$ cat src/rtl/dct_transpose_ctrl_pkg.sv
// Shared constants and state encoding for the DCT transpose buffer controller.
// Consumed by the controller, its address generator and the column-stage reorder.
package dct_pkg;

  localparam int DCT_DW       = 33;
  localparam int DCT_BLK_LOG2 = 3;
  localparam int DCT_BLK_SIZE = 64;
  localparam int DCT_AW       = 2 * DCT_BLK_LOG2;

  typedef enum logic [1:0] {
    EMPTY  = 2'd0,
    STREAM = 2'd1,
    DRAIN  = 2'd2
  } dct_state_e;

  typedef logic [DCT_AW-1:0] dct_addr_t;

endpackage

$ cat src/rtl/dct_transpose_ctrl_if.sv
// Sample stream, transposed stream and buffer port bundle of the transpose controller.
// slave = controller side, master = environment (row DCT, column DCT, buffer).
interface dct_transpose_ctrl_if #(
  parameter int DW = 33,
  parameter int AW = 6
);

  logic          in_vld;
  logic [DW-1:0] in_data;
  logic          in_rdy;
  logic          flush;
  logic          out_vld;
  logic [DW-1:0] out_data;
  logic          out_sop;
  logic          out_eop;
  logic          buf_wea;
  logic [AW-1:0] buf_addra;
  logic [DW-1:0] buf_din;
  logic [DW-1:0] buf_dout;
  logic          ovf_err;

  modport slave (
    input  in_vld, in_data, flush, buf_dout,
    output in_rdy, out_vld, out_data, out_sop, out_eop,
    output buf_wea, buf_addra, buf_din, ovf_err
  );

  modport master (
    output in_vld, in_data, flush, buf_dout,
    input  in_rdy, out_vld, out_data, out_sop, out_eop,
    input  buf_wea, buf_addra, buf_din, ovf_err
  );

endinterface

$ cat src/rtl/dct_transpose_ctrl_addr_gen.sv
// Block counter to buffer address map: mode 0 row-major, mode 1 column-major.
// Shared with the column-stage output reorder.
module dct_tp_addr_gen
  import dct_pkg::*;
#(
  parameter int N_LOG2 = DCT_BLK_LOG2
) (
  input  logic [2*N_LOG2-1:0] cnt_i,
  input  logic                mode_i,
  output logic [2*N_LOG2-1:0] addr_o
);

  assign addr_o = mode_i
    ? {cnt_i[N_LOG2-1:0], cnt_i[2*N_LOG2-1:N_LOG2]}
    : cnt_i;

endmodule

$ cat src/rtl/dct_transpose_ctrl.sv
// In-place transpose controller for the single-port DCT block buffer.
// Optional input-overflow flag built when DCT_TP_OVF_CHK_EN is defined.
module dct_transpose_ctrl
  import dct_pkg::*;
#(
  parameter int DW     = DCT_DW,
  parameter int N_LOG2 = DCT_BLK_LOG2
) (
  input  logic                clk,
  input  logic                rst_n,
  dct_transpose_ctrl_if.slave io
);

  localparam int AW = 2 * N_LOG2;
  localparam logic [AW-1:0] CNT_LAST = '1;

  dct_state_e    state_q, state_d;
  logic [AW-1:0] cnt_q, cnt_d;
  logic          mode_q, mode_d;
  logic          full_q, full_d;
  logic          pend_q, pend_d;
  logic [AW-1:0] addr_q;
  logic [AW-1:0] map_addr;
  logic          vld_q, sop_q, eop_q;

  logic accept, drain, access, last, rd_vld;

  dct_tp_addr_gen #(.N_LOG2(N_LOG2)) u_addr (
    .cnt_i  (cnt_q),
    .mode_i (mode_q),
    .addr_o (map_addr)
  );

  assign drain  = (state_q == DRAIN);
  assign accept = io.in_vld & ~drain;
  assign access = accept | drain;
  assign last   = (cnt_q == CNT_LAST);
  // a read is only meaningful while a previous block is held
  assign rd_vld = (accept & full_q) | drain;

  assign io.in_rdy   = ~drain;
  assign io.buf_wea  = accept;
  assign io.buf_din  = io.in_data;
  assign io.buf_addra = access ? map_addr : addr_q;

  assign io.out_vld  = vld_q;
  assign io.out_sop  = sop_q;
  assign io.out_eop  = eop_q;
  assign io.out_data = io.buf_dout;

  always_comb begin
    state_d = state_q;
    cnt_d   = cnt_q;
    mode_d  = mode_q;
    full_d  = full_q;
    pend_d  = pend_q;
    if (access) cnt_d = cnt_q + 1'b1;
    unique case (state_q)
      EMPTY: begin
        if (accept && last) begin
          mode_d  = ~mode_q;
          full_d  = 1'b1;
          state_d = STREAM;
        end
      end
      STREAM: begin
        if (accept && last) begin
          mode_d = ~mode_q;
          if (pend_q || io.flush) begin
            state_d = DRAIN;
            pend_d  = 1'b0;
          end
        end else if (io.flush) begin
          if (cnt_q == '0 && !accept) state_d = DRAIN;
          else                        pend_d  = 1'b1;
        end
      end
      DRAIN: begin
        if (last) begin
          full_d  = 1'b0;
          state_d = EMPTY;
        end
      end
      default: state_d = EMPTY;
    endcase
  end

  always_ff @(posedge clk or negedge rst_n) begin
    if (!rst_n) begin
      state_q <= EMPTY;
      cnt_q   <= '0;
      mode_q  <= 1'b0;
      full_q  <= 1'b0;
      pend_q  <= 1'b0;
      addr_q  <= '0;
      vld_q   <= 1'b0;
      sop_q   <= 1'b0;
      eop_q   <= 1'b0;
    end else begin
      state_q <= state_d;
      cnt_q   <= cnt_d;
      mode_q  <= mode_d;
      full_q  <= full_d;
      pend_q  <= pend_d;
      addr_q  <= io.buf_addra;
      vld_q   <= rd_vld;
      sop_q   <= rd_vld & (cnt_q == '0);
      eop_q   <= rd_vld & last;
    end
  end

`ifdef DCT_TP_OVF_CHK_EN
  logic ovf_q;

  always_ff @(posedge clk or negedge rst_n) begin
    if (!rst_n)                    ovf_q <= 1'b0;
    else if (io.in_vld && drain)   ovf_q <= 1'b1;
  end

  assign io.ovf_err = ovf_q;
`else
  assign io.ovf_err = 1'b0;
`endif

endmodule
$ cat src/flat_wrapper.sv
// flat-port wrapper written by rule: the top's interface ports become plain ports
module dct_transpose_ctrl_flat import dct_pkg::*;
#(
  parameter int DW     = DCT_DW,
  parameter int N_LOG2 = DCT_BLK_LOG2
)
  (clk, rst_n, io_in_vld, io_in_data, io_flush, io_buf_dout, io_in_rdy, io_out_vld, io_out_data, io_out_sop, io_out_eop, io_buf_wea, io_buf_addra, io_buf_din, io_ovf_err);
  dct_transpose_ctrl_if #(.DW(DW)) io_i ();
  input  logic clk;
  input  logic rst_n;
  input wire logic [$bits(io_i.in_vld)-1:0] io_in_vld;
  input wire logic [$bits(io_i.in_data)-1:0] io_in_data;
  input wire logic [$bits(io_i.flush)-1:0] io_flush;
  input wire logic [$bits(io_i.buf_dout)-1:0] io_buf_dout;
  output wire logic [$bits(io_i.in_rdy)-1:0] io_in_rdy;
  output wire logic [$bits(io_i.out_vld)-1:0] io_out_vld;
  output wire logic [$bits(io_i.out_data)-1:0] io_out_data;
  output wire logic [$bits(io_i.out_sop)-1:0] io_out_sop;
  output wire logic [$bits(io_i.out_eop)-1:0] io_out_eop;
  output wire logic [$bits(io_i.buf_wea)-1:0] io_buf_wea;
  output wire logic [$bits(io_i.buf_addra)-1:0] io_buf_addra;
  output wire logic [$bits(io_i.buf_din)-1:0] io_buf_din;
  output wire logic [$bits(io_i.ovf_err)-1:0] io_ovf_err;
  assign io_i.in_vld = io_in_vld;
  assign io_i.in_data = io_in_data;
  assign io_i.flush = io_flush;
  assign io_i.buf_dout = io_buf_dout;
  assign io_in_rdy = io_i.in_rdy;
  assign io_out_vld = io_i.out_vld;
  assign io_out_data = io_i.out_data;
  assign io_out_sop = io_i.out_sop;
  assign io_out_eop = io_i.out_eop;
  assign io_buf_wea = io_i.buf_wea;
  assign io_buf_addra = io_i.buf_addra;
  assign io_buf_din = io_i.buf_din;
  assign io_ovf_err = io_i.ovf_err;
  dct_transpose_ctrl #(.DW(DW), .N_LOG2(N_LOG2)) u_core (.clk(clk), .rst_n(rst_n), .io(io_i));
endmodule
$ cat config.mk
export PLATFORM = sky130hd
export DESIGN_NAME = dct_transpose_ctrl_flat
export DESIGN_NICKNAME = d
export VERILOG_FILES = /design/src/rtl/dct_transpose_ctrl_pkg.sv /design/src/rtl/dct_transpose_ctrl_if.sv /design/src/rtl/dct_transpose_ctrl_addr_gen.sv /design/src/rtl/dct_transpose_ctrl.sv /design/src/flat_wrapper.sv
export SDC_FILE = /design/constraint.sdc
export NUM_CORES = 1
export LEC_CHECK = 0
export ABC_AREA = 1
export BUFFER_PORTS_ARGS = -buffer_cell sky130_fd_sc_hd__buf_4
export CAP_MARGIN = 20
export CORE_MARGIN = 3
export CORE_UTILIZATION = 39
export DETAILED_ROUTE_END_ITERATION = 16
export PLACE_DENSITY = 0.86
export SLEW_MARGIN = 20
export SYNTH_ARGS = -nofsm -noshare
export SYNTH_HDL_FRONTEND = slang
export SYNTH_SLANG_ARGS = --single-unit
$ cat constraint.sdc
create_clock -name clk -period 3.9 [get_ports clk]
set_clock_uncertainty 0.1 [all_clocks]
set_input_delay 0 -clock clk [delete_from_list [all_inputs] [get_ports clk]]
set_output_delay 0 -clock clk [all_outputs]
set_load 0.02 [all_outputs]
==> impl_metrics.json <==
{
  "nets": 267,
  "cts_tree": "yes",
  "min-delay-path-class": "input pin to asynchronous set/reset pin",
  "finalSetupTns_ns": 0,
  "first_pass_iters": 4,
  "diodes": 0,
  "yosys_warnings": 0,
  "core_area_um2": 3690,
  "clk-insertion-delay-late_ns": 0.26,
  "clock_sinks": 20,
  "synth.avg_cell_area_um2": 8.60,
  "track_usage_pct": 13.1,
  "numCtsBuffers": 3,
  "die_w_um": 68.3,
  "critPathKind": "register to primary output",
  "critPathMaxFanout": 17,
  "grt_setup_unrepaired": "no",
  "cp.arrival_ns": 1.48,
  "syn_nets": 248,
  "pwr-share-comb_pct": 25.3,
  "grt_start_max_net_pins": 21,
  "cp_data_required_time_ns": 3.80,
  "syn_area_um2": 1510,
  "maxSlewViolCount": 0,
  "dieArea_um2": 4670,
  "cts_setup_buffers": 0,
  "power.internal_mw": 0.326,
  "routedWlPerCell_um": 13.1,
  "p_leak_nw": 0.848,
  "start_kind": "register",
  "port_buffers": 14,
  "netSwitchingFraction_pct": 29.1,
  "synth_cell_types": 24,
  "drc": 0,
  "dieHeight_um": 68.3,
  "postRouteAntennaNets": 0,
  "switchingPower_mw": 0.134,
  "yosysSeqAreaShare_pct": 33.1,
  "io_pins": 148,
  "clk_pin_slew_ns": 0.07,
  "grt_overflow": 0,
  "setup_viol": 0,
  "power.density_nw_per_um2": 243,
  "start_util_pct": 41.0,
  "finalHoldViolations": 0,
  "status": "finished clean",
  "drt-total-wl_um": 3150,
  "seqPwrFrac_pct": 45.0,
  "cts_root_buf": "clkbuf_8",
  "num_rows": 22,
  "dp_hpwl_um": 1590,
  "route.vias.total": 1107,
  "final_cell_mix": "dlygate4sd3_1 (69), nand2_1 (20), dfrtp_1 (20)",
  "gp_congestion": 0.864,
  "fin_crit_sh_pct": 40.4,
  "clock.fmax_mhz": 634,
  "min_period_ns": 1.58,
  "hold_ws_ns": 0.0579,
  "cp-end-kind": "primary output",
  "htreeDepth": 1,
  "final_common_cell": "dlygate4sd3_1",
  "syn_to_final_growth_pct": 25.0,
  "clkPwrFrac_pct": 29.7,
  "drt_iter0_drc": 83,
  "final_core_util_pct": 51.3,
  "antenna_found_initial": 0,
  "maxCapViolCount": 0,
  "vias_per_cell": 4.59,
  "synth_cells": 176,
  "synth-seq-cells": 20,
  "drive_gt1_share_pct": 17.6,
  "clk_path_buf_depth": 2,
  "grt_first_pass_wirelength_um": 4400,
  "grt_pass1_vias": 976,
  "vdd_drop_max_uv": 112
}
state kept, by name, summed over array words and instances (netlist names):
| register | count |
|---|---|
| u_core.io.out_sop | 1 |
| u_core.addr_q | 6 |
| u_core.full_q | 1 |
| u_core.io.out_vld | 1 |
| u_core.cnt_q | 6 |
| u_core.mode_q | 1 |
| u_core.io.out_eop | 1 |
| u_core.pend_q | 1 |
| u_core.state_q | 2 |
critical path, stage by stage, from the launching register on:
cell and delay (ns):
dfrtp_1 0.43, inv_2 0.11, nand2_4 0.08, nand2_8 0.15, nor2_1 0.06, a21oi_1 0.19, buf_4 0.18
kinds of logic after synthesis:
| kind of cell | synth area share, % |
|---|---|
| other | 0.248 |
| XOR/XNOR | 3.47 |
| AO/OA/AOI/OAI | 6.69 |
| buffers and inverters | 37.2 |
| AND/OR/NAND/NOR | 17.7 |
| flip-flops | 33.1 |
| adder cells (fa/ha/maj) | 1.65 |
cells in the mapped netlist:
| library cell | n | share of area [%] |
|---|---|---|
| xor2_1 | 6 | 3.5 |
| dfrtp_1 | 20 | 33 |
| o21ai_1 | 1 | 0.33 |
| nand2_1 | 20 | 5.0 |
| or2_2 | 1 | 0.41 |
| nor3_2 | 2 | 1.3 |
| nand4_1 | 1 | 0.41 |
| nand2_8 | 1 | 1.3 |
| a21oi_1 | 5 | 1.7 |
| nor2_1 | 11 | 2.7 |
| a21oi_2 | 3 | 1.7 |
| inv_2 | 3 | 0.74 |
| clkbuf_1 | 1 | 0.25 |
| o21ai_0 | 9 | 3.0 |
| nor2_4 | 3 | 2.2 |
| nor3_1 | 1 | 0.33 |
| nor2_2 | 1 | 0.41 |
| nand2_4 | 3 | 2.2 |
| ha_1 | 2 | 1.7 |
| buf_6 | 1 | 0.74 |
| conb_1 | 1 | 0.25 |
| buf_4 | 67 | 33 |
| nand3_1 | 4 | 1.3 |
| inv_1 | 9 | 2.2 |
repair_timing:
action                    4_1_cts  5_1_grt
hold buffers                   69        0
gates resized for setup         0        0
hold endpoints to repair       90        0
routing by layer:
| layer | share of wire, % | global-route usage, % |
|---|---|---|
| met1 | 35 | 15.0 |
| met3 | 11 | 2.96 |
| met5 | 0 | 0 |
| met4 | 1.7 | 7.44 |
| met2 | 53 | 22.1 |
power groups by stage:
stage                     clock, mW  combinational (mW)  sequential (mW)
after floorplan                   0               0.102            0.211
after global placement            0             0.00995            0.211
after detailed placement          0              0.0103            0.211
after CTS                     0.140               0.117            0.207
after global routing          0.150               0.122            0.207
final                         0.137               0.116            0.207
layout make-up:
class	count	area, µm²
multi-input combinational	75	450
timing repair buffer	83	796
sequential	20	500
tap	48	60.1
clock buffer	3	41.3
inverter	12	45.0
fill	335	1800
worst paths after layout:
| check | from | to | slack, ns | cells after the start |
|---|---|---|---|---|
| min | rst_n | u_core.io.out_vld | 0.06 | 2 |
| max | u_core.state_q[0] | io_buf_addra[4] | 2.32 | 6 |
| max in group asynchronous | rst_n | u_core.cnt_q[3] | 3.43 | 2 |
| min reg2reg | u_core.pend_q | u_core.pend_q | 0.40 | 2 |
| min in group clk | u_core.pend_q | u_core.pend_q | 0.40 | 2 |
| max reg2reg | u_core.cnt_q[0] | u_core.mode_q | 2.39 | 6 |
stage by stage:
step | total power, mW | cell area (µm²) | cells | setup slack [ns]
final | 0.460 | 1890 | 241 | 2.32
after global routing | 0.480 | 1890 | 241 | 2.23
after CTS | 0.464 | 1890 | 241 | 2.31
after detailed placement | 0.222 | 1160 | 169 | 2.47
after global placement | 0.221 | 1160 | 169 | 2.55
after floorplan | 0.314 | 1510 | 176 | 2.39
Note: power is estimated with default switching activity, not from simulation.
